--- src/rtl/gamma_lut_ctrl.sv ---
// -----------------------------------------------------------------------------
// gamma_lut_ctrl
//
// Write-side controller for the double-banked, per-channel gamma LUT RAM.
// The pixel path reads the active bank. The host, or the identity fill that
// runs after reset, only ever writes the other (shadow) bank. A host commit
// swaps the banks and latches the gamma enable. The swap waits for the next
// vsync leading edge, so a frame never mixes two curves.
//
// Ports
//   i_clk          pixel clock, the only clock
//   i_rst          synchronous, active-high reset
//   i_vsync        vsync, already synchronous to i_clk (active level VS_POL)
//   i_wr_valid     host LUT write request
//   o_wr_ready     write accepted when i_wr_valid && o_wr_ready
//   i_wr_ch        channel: 0=R, 1=G, 2=B, 3=invalid
//   i_wr_addr      LUT index
//   i_wr_data      LUT entry
//   i_commit       single-cycle pulse requesting a bank swap at the next frame
//   i_cfg_en       requested gamma enable, sampled on an accepted commit
//   o_busy         high while filling, waiting for vsync, or swapping
//   o_swap_done    one-cycle pulse in the cycle after a bank swap
//   o_err          sticky: an accepted write used channel 3
//   o_lut_we       LUT RAM write enable (registered)
//   o_lut_bank     bank being written; always the shadow bank
//   o_lut_ch       channel being written
//   o_lut_addr     address being written
//   o_lut_wdata    data being written
//   o_active_bank  bank the pixel path reads
//   o_gamma_en     pixel-path enable (selects post-LUT data)
//
// DATA_W must be >= ADDR_W, because the identity fill writes wdata = addr.
// -----------------------------------------------------------------------------
module gamma_lut_ctrl #(
  parameter logic VS_POL = 1'b1,
  parameter int   ADDR_W = 8,
  parameter int   DATA_W = 8
) (
  input  logic              i_clk,
  input  logic              i_rst,
  input  logic              i_vsync,
  input  logic              i_wr_valid,
  output logic              o_wr_ready,
  input  logic [1:0]        i_wr_ch,
  input  logic [ADDR_W-1:0] i_wr_addr,
  input  logic [DATA_W-1:0] i_wr_data,
  input  logic              i_commit,
  input  logic              i_cfg_en,
  output logic              o_busy,
  output logic              o_swap_done,
  output logic              o_err,
  output logic              o_lut_we,
  output logic              o_lut_bank,
  output logic [1:0]        o_lut_ch,
  output logic [ADDR_W-1:0] o_lut_addr,
  output logic [DATA_W-1:0] o_lut_wdata,
  output logic              o_active_bank,
  output logic              o_gamma_en
);

  typedef enum logic [1:0] {
    ST_INIT = 2'd0,
    ST_IDLE = 2'd1,
    ST_PEND = 2'd2,
    ST_SWAP = 2'd3
  } state_t;

  localparam logic [1:0] CH_LAST = 2'd2;
  localparam logic [1:0] CH_BAD  = 2'd3;

  state_t            r_state;
  state_t            w_state_nxt;

  logic [1:0]        r_fill_ch;
  logic [ADDR_W-1:0] r_fill_addr;
  logic              r_vs_d;
  logic              r_commit_pend;
  logic              r_en_shadow;

  logic              w_vs_rise;
  logic              w_wr_fire;
  logic              w_fill_last;

  // vs_d resets to the active level, so a vsync held active through reset
  // does not count as a leading edge.
  assign w_vs_rise   = (i_vsync == VS_POL) && (r_vs_d != VS_POL);
  assign w_wr_fire   = i_wr_valid && o_wr_ready;
  assign w_fill_last = (r_fill_ch == CH_LAST) && (r_fill_addr == '1);

  // ---------------------------------------------------------------------------
  // FSM state register
  // ---------------------------------------------------------------------------
  // NOTE: every clocked process uses non-blocking assignments, so all
  // registers sample values from before the edge, whatever order they are
  // evaluated in.
  always_ff @(posedge i_clk) begin
    if (i_rst) r_state <= ST_INIT;
    else       r_state <= w_state_nxt;
  end

  // ---------------------------------------------------------------------------
  // FSM next state and handshake/status outputs
  // ---------------------------------------------------------------------------
  // NOTE: each output of this block is assigned a default before the case
  // statement, so no path can leave it unassigned and infer a latch.
  always_comb begin
    w_state_nxt = r_state;
    o_wr_ready  = 1'b0;
    o_busy      = 1'b1;
    unique case (r_state)
      ST_INIT: begin
        // PEND always follows the fill. The identity bank is swapped in at
        // the first frame, together with any commit made during the fill.
        if (w_fill_last) w_state_nxt = ST_PEND;
      end
      ST_IDLE: begin
        o_wr_ready = 1'b1;
        o_busy     = 1'b0;
        if (i_commit) w_state_nxt = ST_PEND;
      end
      ST_PEND: begin
        if (w_vs_rise) w_state_nxt = ST_SWAP;
      end
      ST_SWAP: begin
        w_state_nxt = ST_IDLE;
      end
      default: w_state_nxt = ST_INIT;
    endcase
  end

  // ---------------------------------------------------------------------------
  // Identity-fill walker: channel is the outer loop, address the inner loop
  // ---------------------------------------------------------------------------
  always_ff @(posedge i_clk) begin
    if (i_rst) begin
      r_fill_ch   <= 2'd0;
      r_fill_addr <= '0;
    end else if (r_state == ST_INIT) begin
      r_fill_addr <= r_fill_addr + 1'b1;
      if (w_fill_last)              r_fill_ch <= 2'd0;
      else if (r_fill_addr == '1)   r_fill_ch <= r_fill_ch + 2'd1;
    end
  end

  // ---------------------------------------------------------------------------
  // Registered LUT write port. Only the shadow bank is written, so the bank
  // select comes from o_lut_bank and does not depend on the request.
  // ---------------------------------------------------------------------------
  always_ff @(posedge i_clk) begin
    if (i_rst) begin
      o_lut_we    <= 1'b0;
      o_lut_ch    <= 2'd0;
      o_lut_addr  <= '0;
      o_lut_wdata <= '0;
    end else begin
      o_lut_we <= 1'b0;
      if (r_state == ST_INIT) begin
        o_lut_we    <= 1'b1;
        o_lut_ch    <= r_fill_ch;
        o_lut_addr  <= r_fill_addr;
        o_lut_wdata <= DATA_W'(r_fill_addr);
      end else if (w_wr_fire && (i_wr_ch != CH_BAD)) begin
        o_lut_we    <= 1'b1;
        o_lut_ch    <= i_wr_ch;
        o_lut_addr  <= i_wr_addr;
        o_lut_wdata <= i_wr_data;
      end
    end
  end

  // ---------------------------------------------------------------------------
  // Bank/enable control, vsync history, error flag
  // ---------------------------------------------------------------------------
  always_ff @(posedge i_clk) begin
    if (i_rst) begin
      r_vs_d        <= VS_POL;
      o_active_bank <= 1'b1;
      o_lut_bank    <= 1'b0;
      o_gamma_en    <= 1'b0;
      o_swap_done   <= 1'b0;
      o_err         <= 1'b0;
      r_commit_pend <= 1'b0;
      r_en_shadow   <= 1'b0;
    end else begin
      r_vs_d      <= i_vsync;
      o_swap_done <= (r_state == ST_SWAP);
      if (w_wr_fire && (i_wr_ch == CH_BAD)) o_err <= 1'b1;

      unique case (r_state)
        ST_INIT: begin
          // Only the first commit during the fill samples cfg_en. Later
          // pulses are covered by the same single swap.
          if (i_commit && !r_commit_pend) begin
            r_commit_pend <= 1'b1;
            r_en_shadow   <= i_cfg_en;
          end
        end
        ST_IDLE: begin
          if (i_commit) r_en_shadow <= i_cfg_en;
        end
        ST_SWAP: begin
          o_active_bank <= ~o_active_bank;
          o_lut_bank    <= o_active_bank;
          o_gamma_en    <= r_en_shadow;
          r_commit_pend <= 1'b0;
        end
        default: ;
      endcase
    end
  end

endmodule

--- config.mk ---
export PLATFORM = sky130hd
export DESIGN_NAME = gamma_lut_ctrl
export DESIGN_NICKNAME = d
export VERILOG_FILES = /design/src/rtl/gamma_lut_ctrl.sv
export SDC_FILE = /design/constraint.sdc
export NUM_CORES = 1
export LEC_CHECK = 0
export BUFFER_PORTS_ARGS = -buffer_cell sky130_fd_sc_hd__buf_4
export CORE_ASPECT_RATIO = 1.2
export CORE_MARGIN = 2
export CORE_UTILIZATION = 30
export DETAILED_ROUTE_END_ITERATION = 6
export SLEW_MARGIN = 10
export SYNTH_ARGS = -nofsm -noshare
export SYNTH_HDL_FRONTEND = slang
export SYNTH_SLANG_ARGS = --single-unit
--- constraint.sdc ---
create_clock -name i_clk -period 3.9 [get_ports i_clk]
set_input_delay 0.78 -clock i_clk [delete_from_list [all_inputs] [get_ports i_clk]]
set_output_delay 0.78 -clock i_clk [all_outputs]
set_load 0.01 [all_outputs]
==> summary.md, run 1 <==
| Metric | Value |
|---|---|
| Status | `completed` |
| Area leader, netlist | `dfxtp_1` |
| Area Overhead vs Synth | `31.0%` |
| Setup Slack @ Placement | `1.68 ns` |
| Crit-path max cell delay | `0.84 ns` |
| WL final | `3660 um` |
| Startpoint of the worst hold path | `o_gamma_en` |
| Start of the worst register-to-register path | `r_state[0]` |
| Commonest non-fill, non-tap cell in the layout | `buf_4` |
| CTS root buffer | `clkbuf_8` |
| Global-route wire length before repair | `6070 um` |
| Layout Cells excl Fill | `280` |
| Top cell type's share of synthesized area | `47.8%` |
| Worst path arrival time | `1.73 ns` |
| Fmax | `399 MHz` |
| Num Clock Sinks | `39` |
| Design area | `0.00214 mm2` |
| Ys async rst share | `0%` |
| Via count | `1408` |
| Ys flop type | `dfxtp_1` |
| Final Hold Viols | `0` |
| Bufs on Longest Clock Path | `2` |
| Chip height | `84.8 um` |
| Placed cell count | `272` |
| Post-synthesis sequential area ratio | `47.8%` |
| RSZ-0062 raised after global routing | `false` |
| Vias per cell | `5.03` |
| IO Count | `50` |
| First-pass DRT Iterations | `4` |
| Synth Area per Inst | `9.45 um2` |
| Slew margin rel. | `36.4%` |
| Layout net count | `242` |
| Crit path kind | `flip-flop to output port` |
| Leak pwr | `0.866 nW` |
| Hold path depth | `2` |
| Number of enable flip-flop cells after synthesis | `0` |
| Most frequent cells in the layout | `49 x buf_4, 39 x dfxtp_1, 16 x a21oi_1` |
| CTS Hold Bufs | `0` |
| Grt total ovfl | `0` |
| Post-CTS setup buffers | `0` |
| Post-route ant nets | `0` |
| Worst-path maximum fanout | `27` |
| Worst-margin pin slew | `0.955 ns` |
| Setup WS post-layout | `1.39 ns` |
| Fillers | `517` |
| Max_cap viols | `0` |
| Crit-path cells | `nor2b_1, inv_1, buf_4` |
| Avg WL per Cell | `13.1 um` |
| Dpl cell area | `0.00202 mm2` |
| Largest cells by area after synthesis | `dfxtp_1 48%, a221o_1 9.2%, a21oi_1 4.9%, and2_1 3.1%, o31ai_1 2.8%` |
| Yosys reg bits | `39` |
| Library cells used by synthesis | `35` |
| N_diodes | `0` |
| R2r worst-path depth | `3` |
| Skew final | `0.00346 ns` |
| CP required | `3.12 ns` |
| Synth Cell Area | `0.00163 mm2` |
| Initial antenna violation count | `0` |
| Setup_tns | `0 ns` |
| H-tree Lvls | `2` |
| Reg2Reg Setup Slack | `1.66 ns` |
| CTS buffer count | `5` |
| DRT iter0 DRCs | `60` |
| Clk slew on worst S/H paths | `0.07 ns` |
| Via count of the first global-routing pass | `1228` |
| CP max stage cell | `dfxtp_1` |
| WHS Endpoint | `o_gamma_en` |
| Power Density | `378 mW/mm2` |
| Initial core utilization | `31.1%` |
| R2r endpoint | `o_lut_wdata[0]` |
| Clock latency at the later pin of the worst-skew pair | `0.28 ns` |
| Residual DRC | `0` |
| Routability Congestion | `0.770` |
| Core Box Area | `0.00526 mm2` |
| Mapped Cells | `173` |
| Setup violators final | `0` |
| Die span in x | `71.4 um` |
| Yosys Warn Count | `0` |
| Die area | `0.00606 mm2` |
| Min Tclk post-route | `2.51 ns` |
| Slew Viols, Final | `0` |
| HPWL Detailed | `2600 um` |
| Startpoint types | `flip-flop` |
| Mapped Nets | `198` |
| Port-buffer cells | `49` |
| Post-CTS sizing | `0` |
| Nature of the critical path endpoint | `output port` |
| Core Rows | `29` |
| CTS tree | `built` |
| Hold Crit Class | `flip-flop to flip-flop` |
| Final Cycle Share | `64.3%` |
| Peak VDD IR | `139 uV` |
| Total track usage | `12.5%` |
| Largest net degree at the start of global routing | `28` |
| Share of post-route cells with drive strength above 1 | `28.0%` |
==> sequential cells by signal, summed over array words and instances (netlist names) <==
signal / count
o_err: 1
o_gamma_en: 1
r_fill_ch: 2
o_swap_done: 1
o_lut_we: 1
o_lut_wdata: 8
r_fill_addr: 8
o_lut_bank: 1
r_commit_pend: 1
r_state: 2
o_lut_addr: 8
o_active_bank: 1
r_vs_d: 1
o_lut_ch: 2
r_en_shadow: 1
==> routing by layer <==
layer	up-vias	wire, um	track usage [%]
li1	735	-	-
met1	624	1770	18.0
met2	47	1550	17.3
met3	2	299	4.16
met4	0	37	4.63
met5	-	0	0
==> through the flow <==
stage / hold WS (ns) / total power (W) / util, %
floorplan: 0.444 / 0.000443 / -
global placement: 0.453 / 0.000475 / 38.5
detailed placement: 0.447 / 0.000475 / 38.5
CTS: 0.466 / 0.000820 / 40.7
global route: 0.501 / 0.000846 / 40.7
finish: 0.462 / 0.000810 / 40.7
==> synthesized netlist by cell type, drive strengths merged, types with 5 or more instances <==
library cell	instances
a21oi	16
o21ai	6
a221o	15
o31ai	6
and2	8
nand2	6
dfxtp	39
nor2	10
inv	8
nand4	5
nor2b	6
clkbuf	8
==> worst max-delay path by stage <==
| stage | start | to |
|---|---|---|
| after global routing | r_state[0] | o_busy |
| after CTS | r_state[0] | o_busy |
| after global placement | r_state[0] | o_lut_wdata[7] |
| after detailed placement | r_state[0] | o_lut_addr[1] |
| final | r_state[0] | o_busy |
| after floorplan | i_rst | o_lut_wdata[0] |
==> cell families (layout without fill, tap and decap cells) <==
kind of cell               Yosys count  in the layout  share of synthesized area, %
DFF                                 39             39                          47.8
adders and majority gates            1              1                         0.766
and+or+nand+nor                     56             56                          19.8
xor gates and xnor gates             2              2                          1.07
AOI/OAI and AO/OA                   55             55                          24.9
buffers and inverters               20             65                          5.67
==> power by group <==
part / leakage, nW / switching [W] / internal [W]
Combinational: 0.488 / 0.0000222 / 0.0000300
Sequential: 0.317 / 0.00000630 / 0.000407
Clock: 0.0612 / 0.000138 / 0.000207
==> worst max-delay path: cells and delay by family, from the launching register on <==
kind	cells	cell delay, ns
buf+inv	2	0.22
flops	1	0.84
simple gates	1	0.39
==> cell type report <==
cell class,instances,area [um2],area share [%]
multi-input cells,114,767,35.8
clock inverters,2,35.0,1.64
repair buffers,49,368,17.2
clock buffers,6,82.6,3.86
flip-flops and latches,39,781,36.5
inverters,8,30.0,1.40
well taps,62,77.6,3.62
(Power assumes the default switching activity.)
==> run 2: changes to the inputs <==
==> constraint.sdc (replaced) <==
create_clock -name i_clk -period 2.2 [get_ports i_clk]
set_input_delay 0.44 -clock i_clk [delete_from_list [all_inputs] [get_ports i_clk]]
set_output_delay 0.44 -clock i_clk [all_outputs]
set_load 0.01 [all_outputs]
==> summary.md, run 2 (synthesis gave the netlist of run 1 again) <==
| Metric | Value |
|---|---|
| CTS Hold Bufs | `0` |
| Placed cell count | `276` |
| Clock power share | `46.1%` |
| Core Box Area | `0.00526 mm2` |
| Clk slew on worst S/H paths | `0.08 ns` |
| Routability Congestion | `0.744` |
| Skew final | `0.00526 ns` |
| Leak pwr | `0.891 nW` |
| First-pass DRT Iterations | `4` |
| CTS root buffer | `clkbuf_8` |
| Clock latency at the later pin of the worst-skew pair | `0.29 ns` |
| Core Rows | `29` |
| Min Tclk post-route | `1.95 ns` |
| Commonest non-fill, non-tap cell in the layout | `buf_4` |
| Final Cycle Share | `88.6%` |
| Setup Slack @ Placement | `0.284 ns` |
| Slew Viols, Final | `0` |
| Startpoint types | `flip-flop` |
| Setup_tns | `0 ns` |
| Final Hold Viols | `0` |
| Port-buffer cells | `49` |
| Worst-margin pin slew | `1.06 ns` |
| Comb power frac | `6.2%` |
| Slew margin rel. | `29.2%` |
| CTS buffer count | `5` |
| Cell internal pwr | `0.00123 W` |
| Fin util | `41.5%` |
| Layout net count | `246` |
| P_sw | `0.000305 W` |
| Hold Crit Class | `primary input to flip-flop` |
| Num Clock Sinks | `39` |
| Nature of the critical path endpoint | `flip-flop` |
| IO Count | `50` |
| Post-CTS sizing | `0` |
| Top Registers | `o_lut_addr x8, o_lut_wdata x8, r_fill_addr x8` |
| Bufs on Longest Clock Path | `2` |
| WL final | `3900 um` |
| Via count of the first global-routing pass | `1356` |
| Power Density | `702 mW/mm2` |
| Grt total ovfl | `0` |
| Post-CTS setup buffers | `0` |
| Vias per cell | `5.29` |
| Most frequent cells in the layout | `53 x buf_4, 39 x dfxtp_1, 16 x a21oi_1` |
| Die span in x | `71.4 um` |
| Fmax | `513 MHz` |
| Sw frac | `19.9%` |
| CTS tree | `built` |
| Residual DRC | `0` |
| Peak VDD IR | `266 uV` |
| Total track usage | `13.1%` |
| Via count | `1501` |
| CP required | `2.43 ns` |
| HPWL Detailed | `2790 um` |
| Global-route wire length before repair | `6410 um` |
| Layout Cells excl Fill | `284` |
| Share of post-route cells with drive strength above 1 | `28.8%` |
| Area Overhead vs Synth | `33.8%` |
| Initial antenna violation count | `0` |
| Worst-path maximum fanout | `15` |
| Initial core utilization | `31.1%` |
| RSZ-0062 raised after global routing | `false` |
| N_diodes | `0` |
| Post-route ant nets | `0` |
| Crit path kind | `flip-flop to flip-flop` |
| Largest net degree at the start of global routing | `17` |
| Setup WS post-layout | `0.252 ns` |
| Status | `completed` |
| Worst path arrival time | `2.18 ns` |
| Avg WL per Cell | `13.7 um` |
| H-tree Lvls | `2` |
| DRT iter0 DRCs | `40` |
| Die area | `0.00606 mm2` |
| Chip height | `84.8 um` |
| Setup violators final | `0` |
| Max_cap viols | `0` |
| Sequential fraction of design power | `47.7%` |
## run 2: worst paths after layout
path            startpoint       endpoint  slack, ns  cells past startpoint
min reg2reg  o_lut_addr[0]  o_lut_addr[0]       0.47                      2
min                i_vsync         r_vs_d       0.34                      2
max             r_state[1]  o_lut_addr[3]       0.25                      3
max reg2reg     r_state[1]  o_lut_addr[3]       0.25                      3
## run 2: cell type report
| class | instances | area [um2] |
|---|---|---|
| Fill cell | 516 | 3080 |
| Tap cell | 62 | 77.6 |
| Inverter | 8 | 30.0 |
| Clock inverter | 2 | 60.1 |
| Sequential cell | 39 | 781 |
| Timing Repair Buffer | 53 | 398 |
| Multi-Input combinational cell | 114 | 767 |
| Clock buffer | 6 | 72.6 |
## run 2: per-layer routing
| metal | wire, um | vias up | track usage [%] |
|---|---|---|---|
| met5 | 0 | - | 0 |
| met4 | 90 | 0 | 5.15 |
| met3 | 304 | 8 | 3.56 |
| met2 | 1710 | 59 | 20.2 |
| met1 | 1800 | 689 | 17.5 |
| li1 | - | 745 | - |
## run 2: metrics by stage
stage / hold WS [ns] / power, W / area [um2]
2_1_floorplan: 0.444 / 0.000786 / 1630
3_3_place_gp: 0.452 / 0.000843 / 2050
3_5_place_dp: 0.453 / 0.000844 / 2050
4_1_cts: 0.327 / 0.00156 / 2190
5_1_grt: 0.345 / 0.00159 / 2190
6_report: 0.337 / 0.00153 / 2190
## run 2: critical path, stage by stage, from the launching register on
cell      delay (ns)
dfxtp_1         0.52
nor2_1          0.16
a311oi_2        0.92
a221o_1         0.28
## run 2: power by group through the flow
stage / combinational (W) / clock (W) / sequential, W
after detailed placement: 0.0000959 / 0 / 0.000748
after global routing: 0.000104 / 0.000753 / 0.000734
final: 0.0000951 / 0.000707 / 0.000731
after CTS: 0.0000960 / 0.000732 / 0.000731
after floorplan: 0.0000366 / 0 / 0.000749
after global placement: 0.0000951 / 0 / 0.000748
==> run 3: changes to the inputs <==
--- a/config.mk
+++ b/config.mk
@@ -10,6 +10,7 @@
 export CORE_MARGIN = 2
 export CORE_UTILIZATION = 30
 export DETAILED_ROUTE_END_ITERATION = 6
+export PLACE_DENSITY_LB_ADDON = 0.05
 export SLEW_MARGIN = 10
 export SYNTH_ARGS = -nofsm -noshare
 export SYNTH_HDL_FRONTEND = slang
==> summary.md, run 3 (synthesis gave the netlist of run 1 again) <==
| Metric | Value |
|---|---|
| Status | `completed` |
| Slew Viols, Final | `0` |
| Sw frac | `19.8%` |
| Max_cap viols | `0` |
| Grt total ovfl | `0` |
| Global-route wire length before repair | `6930 um` |
| Via count of the first global-routing pass | `1508` |
| Core Rows | `29` |
| Critical path depth in cells | `3` |
| Comb power frac | `6.0%` |
| Final Hold Viols | `0` |
| Leak pwr | `0.896 nW` |
| Cell internal pwr | `0.00123 W` |
| Crit path from | `r_state[0]` |
| Routability Congestion | `0.690` |
| CTS Hold Bufs | `0` |
| Clock power share | `46.2%` |
| Worst-path maximum fanout | `16` |
| Initial antenna violation count | `0` |
| Fin util | `41.8%` |
| Vias per cell | `5.18` |
| Min Tclk post-route | `1.96 ns` |
| Crit path max-delay family | `flip-flops` |
| P_sw | `0.000304 W` |
| CP required | `1.76 ns` |
| H-tree Lvls | `2` |
| Die span in x | `71.4 um` |
| Final Cycle Share | `89.0%` |
| Commonest non-fill, non-tap cell in the layout | `buf_4` |
| Peak VDD IR | `235 uV` |
| Post-CTS sizing | `0` |
| R2r worst-path depth | `3` |
| CTS root buffer | `clkbuf_8` |
| Setup violators final | `0` |
| Via count | `1475` |
| R2r endpoint | `r_fill_addr[7]` |
| Startpoint types | `flip-flop` |
| Initial core utilization | `31.1%` |
| Start of the worst register-to-register path | `r_state[0]` |
| Post-CTS setup buffers | `0` |
| CTS buffer count | `5` |
| Crit-path max cell delay | `0.61 ns` |
| Post-route ant nets | `0` |
| Placed cell count | `277` |
| Setup_tns | `0 ns` |
| Sequential fraction of design power | `47.8%` |
| Slew margin rel. | `69.1%` |
| Reg area | `781 um2` |
| Area Overhead vs Synth | `34.5%` |
| DRT iter0 DRCs | `32` |
| Most frequent cells in the layout | `54 x buf_4, 39 x dfxtp_1, 16 x a21oi_1` |
| Fillers | `538` |
| Layout Cells excl Fill | `285` |
| Skew final | `0.0116 ns` |
| Layout net count | `247` |
| Worst path arrival time | `1.52 ns` |
| Num Clock Sinks | `39` |
| Residual DRC | `0` |
| Pwr Total | `0.00153 W` |
| Area occupied by multi-input gates | `767 um2` |
| HPWL Detailed | `2950 um` |
| Bufs on Longest Clock Path | `2` |
| Chip height | `84.8 um` |
| Worst setup endpoint | `o_busy` |
| Total track usage | `14.2%` |
| Largest net degree at the start of global routing | `28` |
| Worst-margin pin slew | `0.463 ns` |
| Avg WL per Cell | `14.1 um` |
| Bufs and invs on worst path | `2` |
| Power Density | `697 mW/mm2` |
| Crit path kind | `flip-flop to output port` |
| Clock latency at the later pin of the worst-skew pair | `0.30 ns` |
| Nature of the critical path endpoint | `output port` |
| Top Registers | `o_lut_addr x8, o_lut_wdata x8, r_fill_addr x8` |
| Die area | `0.00606 mm2` |
| Port-buffer cells | `49` |
| WL final | `4030 um` |
| Fmax | `511 MHz` |
| Core Box Area | `0.00526 mm2` |
| Reg2Reg Setup Slack | `0.43 ns` |
| IO Count | `50` |
| Crit-path cells | `nor2b_1, inv_1, buf_4` |
| Hold Crit Class | `primary input to flip-flop` |
| RSZ-0062 raised after global routing | `false` |
| Share of post-route cells with drive strength above 1 | `29.6%` |
| CP max stage cell | `dfxtp_1` |
| Clk slew on worst S/H paths | `0.08 ns` |
| First-pass DRT Iterations | `4` |
| N_diodes | `0` |
| CTS tree | `built` |
run 3: changes by cell type in the layout (fill, tap and decap cells not counted):
cell        before  now
buf_4           53   54
clkbuf_1         1    0
clkinvlp_4       0    1
run 3: worst min-delay path by stage:
stage,start,end,slack [ns],cells after the start
floorplan,r_en_shadow,o_gamma_en,0.44,2
global placement,o_lut_addr[0],o_lut_addr[0],0.45,2
detailed placement,o_lut_ch[1],o_lut_ch[1],0.45,2
CTS,i_vsync,r_vs_d,0.33,2
global route,i_vsync,r_vs_d,0.33,2
finish,i_vsync,r_vs_d,0.33,2
run 3: layout make-up:
class	instances	share of cell area, %
sequential	39	35.5
timing repair buffer	54	18.5
inverter	8	1.37
clock inverter	3	3.08
tap	62	3.53
clock buffer	5	3.13
multi-input combinational	114	34.9
run 3: power by group through the flow:
stage / registers (W) / clock network (W) / logic (W)
floorplan: 0.000749 / 0 / 0.0000366
global placement: 0.000747 / 0 / 0.0000929
detailed placement: 0.000748 / 0 / 0.0000942
CTS: 0.000731 / 0.000735 / 0.0000943
global route: 0.000734 / 0.000770 / 0.000103
finish: 0.000731 / 0.000707 / 0.0000926
run 3: through the flow:
stage / cell area (um2) / setup WS, ns / hold slack (ns)
2_1_floorplan: 1630 / 0.585 / 0.444
3_3_place_gp: 2060 / 0.507 / 0.449
3_5_place_dp: 2060 / 0.448 / 0.453
4_1_cts: 2200 / 0.213 / 0.327
5_1_grt: 2200 / 0.0925 / 0.327
6_report: 2200 / 0.242 / 0.335
run 3: metal layers:
layer | up-vias | GRT usage [%] | part of all wire (%)
met4 | 0 | 5.15 | 1.6
met1 | 693 | 16.2 | 43
li1 | 742 | - | -
met5 | - | 0 | 0
met2 | 34 | 24.7 | 49
met3 | 6 | 4.51 | 6.0
